==> src/rtl/ball_motion.sv <==
// Ball position/direction engine for a paddle game: serve, move on tick,
// reflect off walls and paddle, and report a miss at the goal line.
module ball_motion #(
   parameter int W      = 11,
   parameter int STEP_W = 4,
   parameter int H_MIN  = 0,
   parameter int H_MAX  = 639,
   parameter int V_MIN  = 0,
   parameter int V_MAX  = 479,
   parameter int H_INIT = 200,
   parameter int V_INIT = 300
) (
   input  logic              clk_i,
   input  logic              rst_i,
   input  logic              tick_i,
   input  logic              pause_i,
   input  logic              serve_i,
   input  logic [STEP_W-1:0] step_i,
   input  logic              hit_i,
   output logic [W-1:0]      h_pos_o,
   output logic [W-1:0]      v_pos_o,
   output logic              dh_o,
   output logic              dv_o,
   output logic              running_o,
   output logic              bounce_o,
   output logic              miss_o
);

   localparam int XW = W + 1;
   localparam logic [XW-1:0] HMIN_X = XW'(H_MIN);
   localparam logic [XW-1:0] HMAX_X = XW'(H_MAX);
   localparam logic [XW-1:0] VMIN_X = XW'(V_MIN);
   localparam logic [XW-1:0] VMAX_X = XW'(V_MAX);

   typedef enum logic [1:0] {S_SERVE, S_RUN, S_OUT} state_t;

   state_t              state_q;
   logic [W-1:0]        h_q, v_q, h_d, v_d;
   logic                dh_q, dv_q, dh_d, dv_d;
   logic [STEP_W-1:0]   stp_q, serve_stp;
   logic                running_q, bounce_q, miss_q;
   logic                h_bnc, v_bnc, v_miss;
   logic [XW-1:0]       h_x, v_x, stp_x;

   assign serve_stp = (step_i == '0) ? STEP_W'(1) : step_i;

   // Move arithmetic at W+1 bits so neither add nor subtract can wrap.
   always_comb begin
      h_x   = XW'(h_q);
      v_x   = XW'(v_q);
      stp_x = XW'(stp_q);
      h_d    = h_q;
      v_d    = v_q;
      dh_d   = dh_q;
      dv_d   = dv_q;
      h_bnc  = 1'b0;
      v_bnc  = 1'b0;
      v_miss = 1'b0;
      if (dh_q) begin
         if (h_x + stp_x >= HMAX_X) begin
            h_d = W'(H_MAX); dh_d = 1'b0; h_bnc = 1'b1;
         end else begin
            h_d = W'(h_x + stp_x);
         end
      end else begin
         if (h_x <= HMIN_X + stp_x) begin
            h_d = W'(H_MIN); dh_d = 1'b1; h_bnc = 1'b1;
         end else begin
            h_d = W'(h_x - stp_x);
         end
      end
      if (!dv_q) begin
         if (v_x <= VMIN_X + stp_x) begin
            v_d = W'(V_MIN); dv_d = 1'b1; v_bnc = 1'b1;
         end else begin
            v_d = W'(v_x - stp_x);
         end
      end else if (hit_i) begin
         v_d   = (v_x <= VMIN_X + stp_x) ? W'(V_MIN) : W'(v_x - stp_x);
         dv_d  = 1'b0;
         v_bnc = 1'b1;
      end else if (v_x + stp_x >= VMAX_X) begin
         v_d    = W'(V_MAX);
         v_miss = 1'b1;
      end else begin
         v_d = W'(v_x + stp_x);
      end
      // A miss keeps both directions as they were; only the position clamps.
      if (v_miss) begin
         dh_d  = dh_q;
         h_bnc = 1'b0;
      end
   end

   always_ff @(posedge clk_i) begin
      if (rst_i) begin
         state_q   <= S_SERVE;
         h_q       <= W'(H_INIT);
         v_q       <= W'(V_INIT);
         dh_q      <= 1'b1;
         dv_q      <= 1'b0;
         stp_q     <= STEP_W'(1);
         running_q <= 1'b0;
         bounce_q  <= 1'b0;
         miss_q    <= 1'b0;
      end else begin
         bounce_q <= 1'b0;
         miss_q   <= 1'b0;
         if (!pause_i) begin
            case (state_q)
               S_SERVE, S_OUT: begin
                  if (serve_i) begin
                     state_q   <= S_RUN;
                     h_q       <= W'(H_INIT);
                     v_q       <= W'(V_INIT);
                     dh_q      <= 1'b1;
                     dv_q      <= 1'b0;
                     stp_q     <= serve_stp;
                     running_q <= 1'b1;
                  end
               end
               S_RUN: begin
                  if (tick_i) begin
                     h_q      <= h_d;
                     v_q      <= v_d;
                     dh_q     <= dh_d;
                     dv_q     <= dv_d;
                     bounce_q <= h_bnc | v_bnc;
                     miss_q   <= v_miss;
                     if (v_miss) begin
                        state_q   <= S_OUT;
                        running_q <= 1'b0;
                     end
                  end
               end
               default: begin
                  state_q   <= S_SERVE;
                  running_q <= 1'b0;
               end
            endcase
         end
      end
   end

   assign h_pos_o   = h_q;
   assign v_pos_o   = v_q;
   assign dh_o      = dh_q;
   assign dv_o      = dv_q;
   assign running_o = running_q;
   assign bounce_o  = bounce_q;
   assign miss_o    = miss_q;

endmodule

==> config.mk <==
export PLATFORM = sky130hd
export DESIGN_NAME = ball_motion
export DESIGN_NICKNAME = d
export VERILOG_FILES = /design/src/rtl/ball_motion.sv
export SDC_FILE = /design/constraint.sdc
export NUM_CORES = 1
export LEC_CHECK = 0
export ABC_CLOCK_PERIOD_IN_PS = 3560
export CORE_MARGIN = 5
export CORE_UTILIZATION = 56
export DETAILED_ROUTE_END_ITERATION = 6
export PLACE_DENSITY_LB_ADDON = 0.15
export SYNTH_ARGS = -nofsm -noshare
export SYNTH_HDL_FRONTEND = slang
export SYNTH_SLANG_ARGS = --single-unit
==> constraint.sdc <==
create_clock -name clk_i -period 3.56 [get_ports clk_i]
set_clock_uncertainty 0.05 [all_clocks]
set_input_delay 0.712 -clock clk_i [delete_from_list [all_inputs] [get_ports clk_i]]
set_output_delay 0.712 -clock clk_i [all_outputs]
set_load 0.02 [all_outputs]
==> flow_metrics.py <==
metrics = {
    "critical_path": {
        "critPathCaptureType": "flip-flop",
        "cpPeakStageDelay_ns": 0.57,
        "critPathKind": "reg -> reg",
        "path_max_fanout": 7,
        "crit_slowest_cell": "dfxtp_1",
        "critPathRequiredTime_ns": 3.68,
        "setup.worst_path.start_class": "flip-flop",
        "crit_chain": "inv_1 -> ha_1 -> nand2b_4 -> a211oi_4 -> o21ai_1 -> xor2_1 -> o32a_1 -> or2_0 -> a311oi_1",
        "critPathArrivalTime_ns": 3.19,
    },
    "drt": {
        "drtAntennaViolNets": 0,
        "dr.max_layer_used": "met4",
        "vias_per_cell": 6.13,
        "drt-met1-wl_um": 3540,
        "drt-total-wl_um": 8020,
        "drtIter0Drc": 201,
        "dr.pass1.iters": 5,
        "met2WireLength_um": 3930,
        "routed-via-count": 2862,
        "dr_wl_met3_um": 388,
        "avgRoutedWirePerCell_um": 17.2,
        "drc": 0,
    },
    "timing": {
        "worst_pin_slew_ns": 0.604,
        "hold_viol_final": 0,
        "finalSetupTns_ns": 0,
        "max_freq_mhz": 326,
        "grt_setup_unrepaired": "false",
        "slew_headroom": 0.598,
        "whs_ns": 0.452,
        "period_needed_ns": 3.07,
        "fin_crit_sh": 0.862,
        "final_max_slew_viol_count": 0,
        "setup_viol": 0,
    },
    "logic_synthesis": {
        "ys_seq_elements": 33,
        "synth.distinct_cells": 71,
        "ys.warnings.count": 0,
        "netlist_instances": 370,
        "synth_edf_count": 0,
        "synth_common_cells": "nor2_1, dfxtp_1, a21oi_1",
        "synth_top_flop_cell": "dfxtp_1",
        "async_flop_share": 0,
        "synth_area_leaders": "dfxtp_1, ha_1, nor2_1, a21oi_1, o21ai_0",
        "avgSynthCellArea_um2": 7.87,
        "syn_area_um2": 2910,
        "yosys.area.top_type": "dfxtp_1",
        "synth_nets": 400,
        "synth_seq_area_share": 0.227,
        "yosysMostFrequentCell": "nor2_1",
        "yosysTopAreaCellShare": 0.227,
    },
    "floorplanning": {
        "core_area_um2": 5070,
        "initial_core_util": 0.574,
        "die-height_um": 82.1,
        "ios": 37,
        "die_area_um2": 6740,
        "fp.dieW_um": 82.1,
        "rows": 26,
    },
    "power": {
        "powerDensity_nw_per_um2": 261,
        "leakage_nw": 1.26,
        "ir_worst_vdd_uv": 152,
    },
    "clock_network": {
        "clk_pin_slew_ns": 0.07,
        "htreeDepth": 2,
        "cts_made_buffers": 5,
        "cts.sinks": 33,
        "cts_tree": "built",
        "cts_root_buffer": "clkbuf_8",
        "cts_setup_buffers": 0,
        "clock_insertion_delay_worst_skew_ns": 0.28,
        "clockBufferDepth": 2,
        "post_cts_resized": 0,
        "hold_buffers": 0,
    },
    "place": {
        "gp_congestion": 0.954,
        "dpl.hpwl_um": 6050,
        "port_buffers": 36,
        "place_area_um2": 3290,
    },
    "final_layout": {
        "antenna_cells": 0,
        "fin_nets": 426,
        "syn2layout_area_growth_pct": 17.1,
        "postLayoutCellArea_um2": 3410,
        "drive_above_1_share": 0.0932,
    },
    "hold_path": {
        "min_path_type": "reg -> reg",
    },
    "global_routing": {
        "antenna_found_initial": 0,
        "first_global_vias": 2704,
        "grt_pass1_wl_um": 13300,
        "overflow": 0,
        "grt_util_all_layers": 0.255,
        "grt_max_degree": 20,
    },
    "outcome": {
        "status": "finished clean",
    },
    "job": {
        "drv_cap": 0,
    },
}
[flip-flops by register name, indices dropped and copies added, names as in the netlist]
name,cells
h_pos_o,11
state_q,2
running_o,1
miss_o,1
dv_o,1
stp_q,4
bounce_o,1
dh_o,1
v_pos_o,11
[routing by layer]
metal,vias to the layer above,global-route usage
li1,1380,-
met1,1369,0.333
met2,98,0.422
met3,15,0.0390
met4,0,0.0980
met5,-,0
[placed cells by master, fill, tap and decap left out, types with 6 or more instances in the layout]
cell	instances
a21oi_1	30
a31oi_1	8
clkbuf_8	6
clkdlybuf4s50_1	36
dfxtp_1	33
ha_1	16
inv_1	20
nand2_1	18
nand2b_1	8
nand3_1	9
nor2_1	41
nor3_1	16
o211ai_1	7
o21ai_0	21
xnor2_1	10
xor2_1	8
[cell type report]
type / instances / area (µm²)
Fill cell: 453 / 1670
Clock inverter: 1 / 30.0
Timing Repair Buffer: 40 / 390
Multi-Input combinational cell: 295 / 2070
Sequential cell: 33 / 661
Clock buffer: 7 / 86.3
Tap cell: 70 / 87.6
Inverter: 21 / 78.8
[cells by family after synthesis]
logic type      after synthesis  synth area share
simple gates                137             0.259
compound gates              116             0.285
buf+inv                      42            0.0606
flops                        33             0.227
fa+ha+maj                    20            0.0963
xor+xnor                     18            0.0541
mux                           4            0.0185
[path summary, 6_finish.rpt]
kind,start,slack [ns],depth (start not counted),endpoint
setup / recovery,stp_q[1],0.49,9,h_pos_o[0]
hold / removal,running_o,0.45,2,running_o
setup reg to reg,stp_q[1],0.49,9,h_pos_o[0]
hold reg to reg,running_o,0.45,2,running_o
[worst max-delay path, delay by kind of cell (launching register included)]
kind	cells	cell delay, ns
and+or+nand+nor	2	0.41
buffers and inverters	1	0.15
adders and majority gates	1	0.34
xor gates and xnor gates	1	0.18
AOI/OAI and AO/OA	4	1.25
DFF	1	0.57
[through the flow]
stage	total power, W	utilization	setup WS [ns]	cells
2_1_floorplan	0.000486	-	0.819	370
5_1_grt	0.000930	0.672	0.332	467
3_3_place_gp	0.000526	0.649	0.620	459
4_1_cts	0.000893	0.672	0.511	467
6_report	0.000888	0.672	0.492	467
3_5_place_dp	0.000527	0.649	0.531	459
[report_power, final]
| group | leakage, nW | internal [W] | switching [W] |
|---|---|---|---|
| Combinational | 0.934 | 0.0000600 | 0.0000774 |
| Clock | 0.0585 | 0.000228 | 0.000140 |
| Sequential | 0.267 | 0.000375 | 0.00000841 |
No activity file was read; power rests on OpenSTA's default activity.
==> variant (config.mk and constraints unchanged) <==
The 3 states of `state_t` get a one-hot encoding in 3 bits.
--- a/src/rtl/ball_motion.sv
+++ b/src/rtl/ball_motion.sv
@@ -33,5 +33,5 @@
    localparam logic [XW-1:0] VMAX_X = XW'(V_MAX);
 
-   typedef enum logic [1:0] {S_SERVE, S_RUN, S_OUT} state_t;
+   typedef enum logic [2:0] {S_SERVE = 3'b001, S_RUN = 3'b010, S_OUT = 3'b100} state_t;
 
    state_t              state_q;
Function: no difference found for any inputs over 4 cycles, from zero or initial values and one cycle with rst_i high; so few cycles prove little.
==> variant against the unedited design <==
  * Sequential cell count grew 1
  * Wire length up 8.7%
  * Area after synthesis up 6.0%
  * Design area grew 4.5%
  * Count of clock-buffer cells in the layout stayed put
  * Via count is 15% higher
  * Clock power shrank 24%
  * Setup slack got worse by 160 ps
  * Total power down 5.0%
==> variant: results (changes against the unedited design) <==
* Xor/xnor share of the synthesized area at 3.650% (-1.8 points)
* Crit-path max FO at 10 (+3)
* Initial antenna violation count at 0 (unchanged)
* CTS max path bufs at 2 (unchanged)
* Met1 usage at 34.94% (+1.6 points)
* GRT Total Usage at 24.95% (-0.56 points)
* Post-Place Cell Area at 0.003485 sq mm (+5.9%)
* Pre-CTS setup slack at 376.8 ps (-154.0 ps)
* Leading post-synthesis cells by cell area: dfxtp_1 22%, ha_1 6.5%, nor2_1 5.7%
* Peak supply drop at 0.1758 mV (+16%)
* Hold EP: h_pos_o[0]$_SDFFE_PP0P_
* Initial DRC Count at 379 (+89%)
* Sequential power share at 47.1% (+4.0 points)
* Sequential area share after synthesis at 22.06% (-0.63 points)
* GP Congestion at 0.9800 (+2.8%)
* DRT Wirelength at 8.721 mm (+8.7%)
* Kind of cell adding the most delay to the critical path: simple AND/OR/NAND/NOR gates
* Synth Area in Adders at 9.084% (-0.54 points)
* DR vias at 3,278 (+15%)
* DP HPWL at 6.584 mm (+8.8%)
* Final period util at 90.80% (+4.6 points)
* Status: completed
* Relative slew margins at 41.83% (-18 points)
* Dpl cells at 507 (+10%)
* Largest net degree at the start of global routing at 16 (-20%)
* Wire per inst at 16.97 microns (-1.2%)
* Vias in the first global route at 2,907 (+7.5%)
* Synthesized Nets at 442 (+11%)
* First-pass GRT wire length at 14.66 mm (+9.8%)
* Switch share at 30.23% (+4.8 points)
* Post-synthesis cell count at 412 (+11%)
* FF-to-FF End: dh_o$_SDFFE_PP1P_
* Worst R2R Path Depth at 10 (+1)
* CP arrival at 3350 ps (+160 ps)
* GR Util met3 at 5.103% (+1.2 points)
* Compound-gate portion of the synthesized area at 28.10% (-0.39 points)
* Fin nets at 472 (+11%)
* IO buf count at 36 (unchanged)
* P_clk at 0.000281 W (-24%)
* Share of cells above drive strength 1 at 6.109% (-3.2 points)
* Mux share of post-synthesis cell area at 2.960% (+1.1 points)
* Reg-to-reg slack, setup at 330 ps (-160 ps)
* Most frequent cells after synthesis: 47 x nor2_1, 34 x dfxtp_1, 29 x nand2_1
* WHS at 453.2 ps (+0.8910 ps)
* Clock group share of total power at 33.3% (-8.1 points)
* TritonCTS Buffers at 5 (unchanged)
-- variant: worst max path at each step --
stage                               start                end  cells past startpoint
global placement    stp_q[1]$_SDFFE_PP0P_  dh_o$_SDFFE_PP1P_                     10
global route        stp_q[1]$_SDFFE_PP0P_  dh_o$_SDFFE_PP1P_                     10
floorplan           stp_q[1]$_SDFFE_PP0P_  dh_o$_SDFFE_PP1P_                     10
detailed placement  stp_q[1]$_SDFFE_PP0P_  dh_o$_SDFFE_PP1P_                     10
CTS                 stp_q[1]$_SDFFE_PP0P_  dh_o$_SDFFE_PP1P_                     10
finish              stp_q[1]$_SDFFE_PP0P_  dh_o$_SDFFE_PP1P_                     10
-- variant: layer usage --
layer / part of all wire [%] / routed length [microns]
met4: 2.2 / 188
met2: 44 / 3799
met1: 46 / 3989
met3: 8.5 / 743
met5: 0 / 0
-- variant: area by class of cell --
class,instances,area [sq um]
timing repair buffer,43,412.9
sequential,34,680.7
clock buffer,7,76.32
inverter,21,78.83
fill,491,1878
tap,72,90.09
multi-input combinational,337,2222
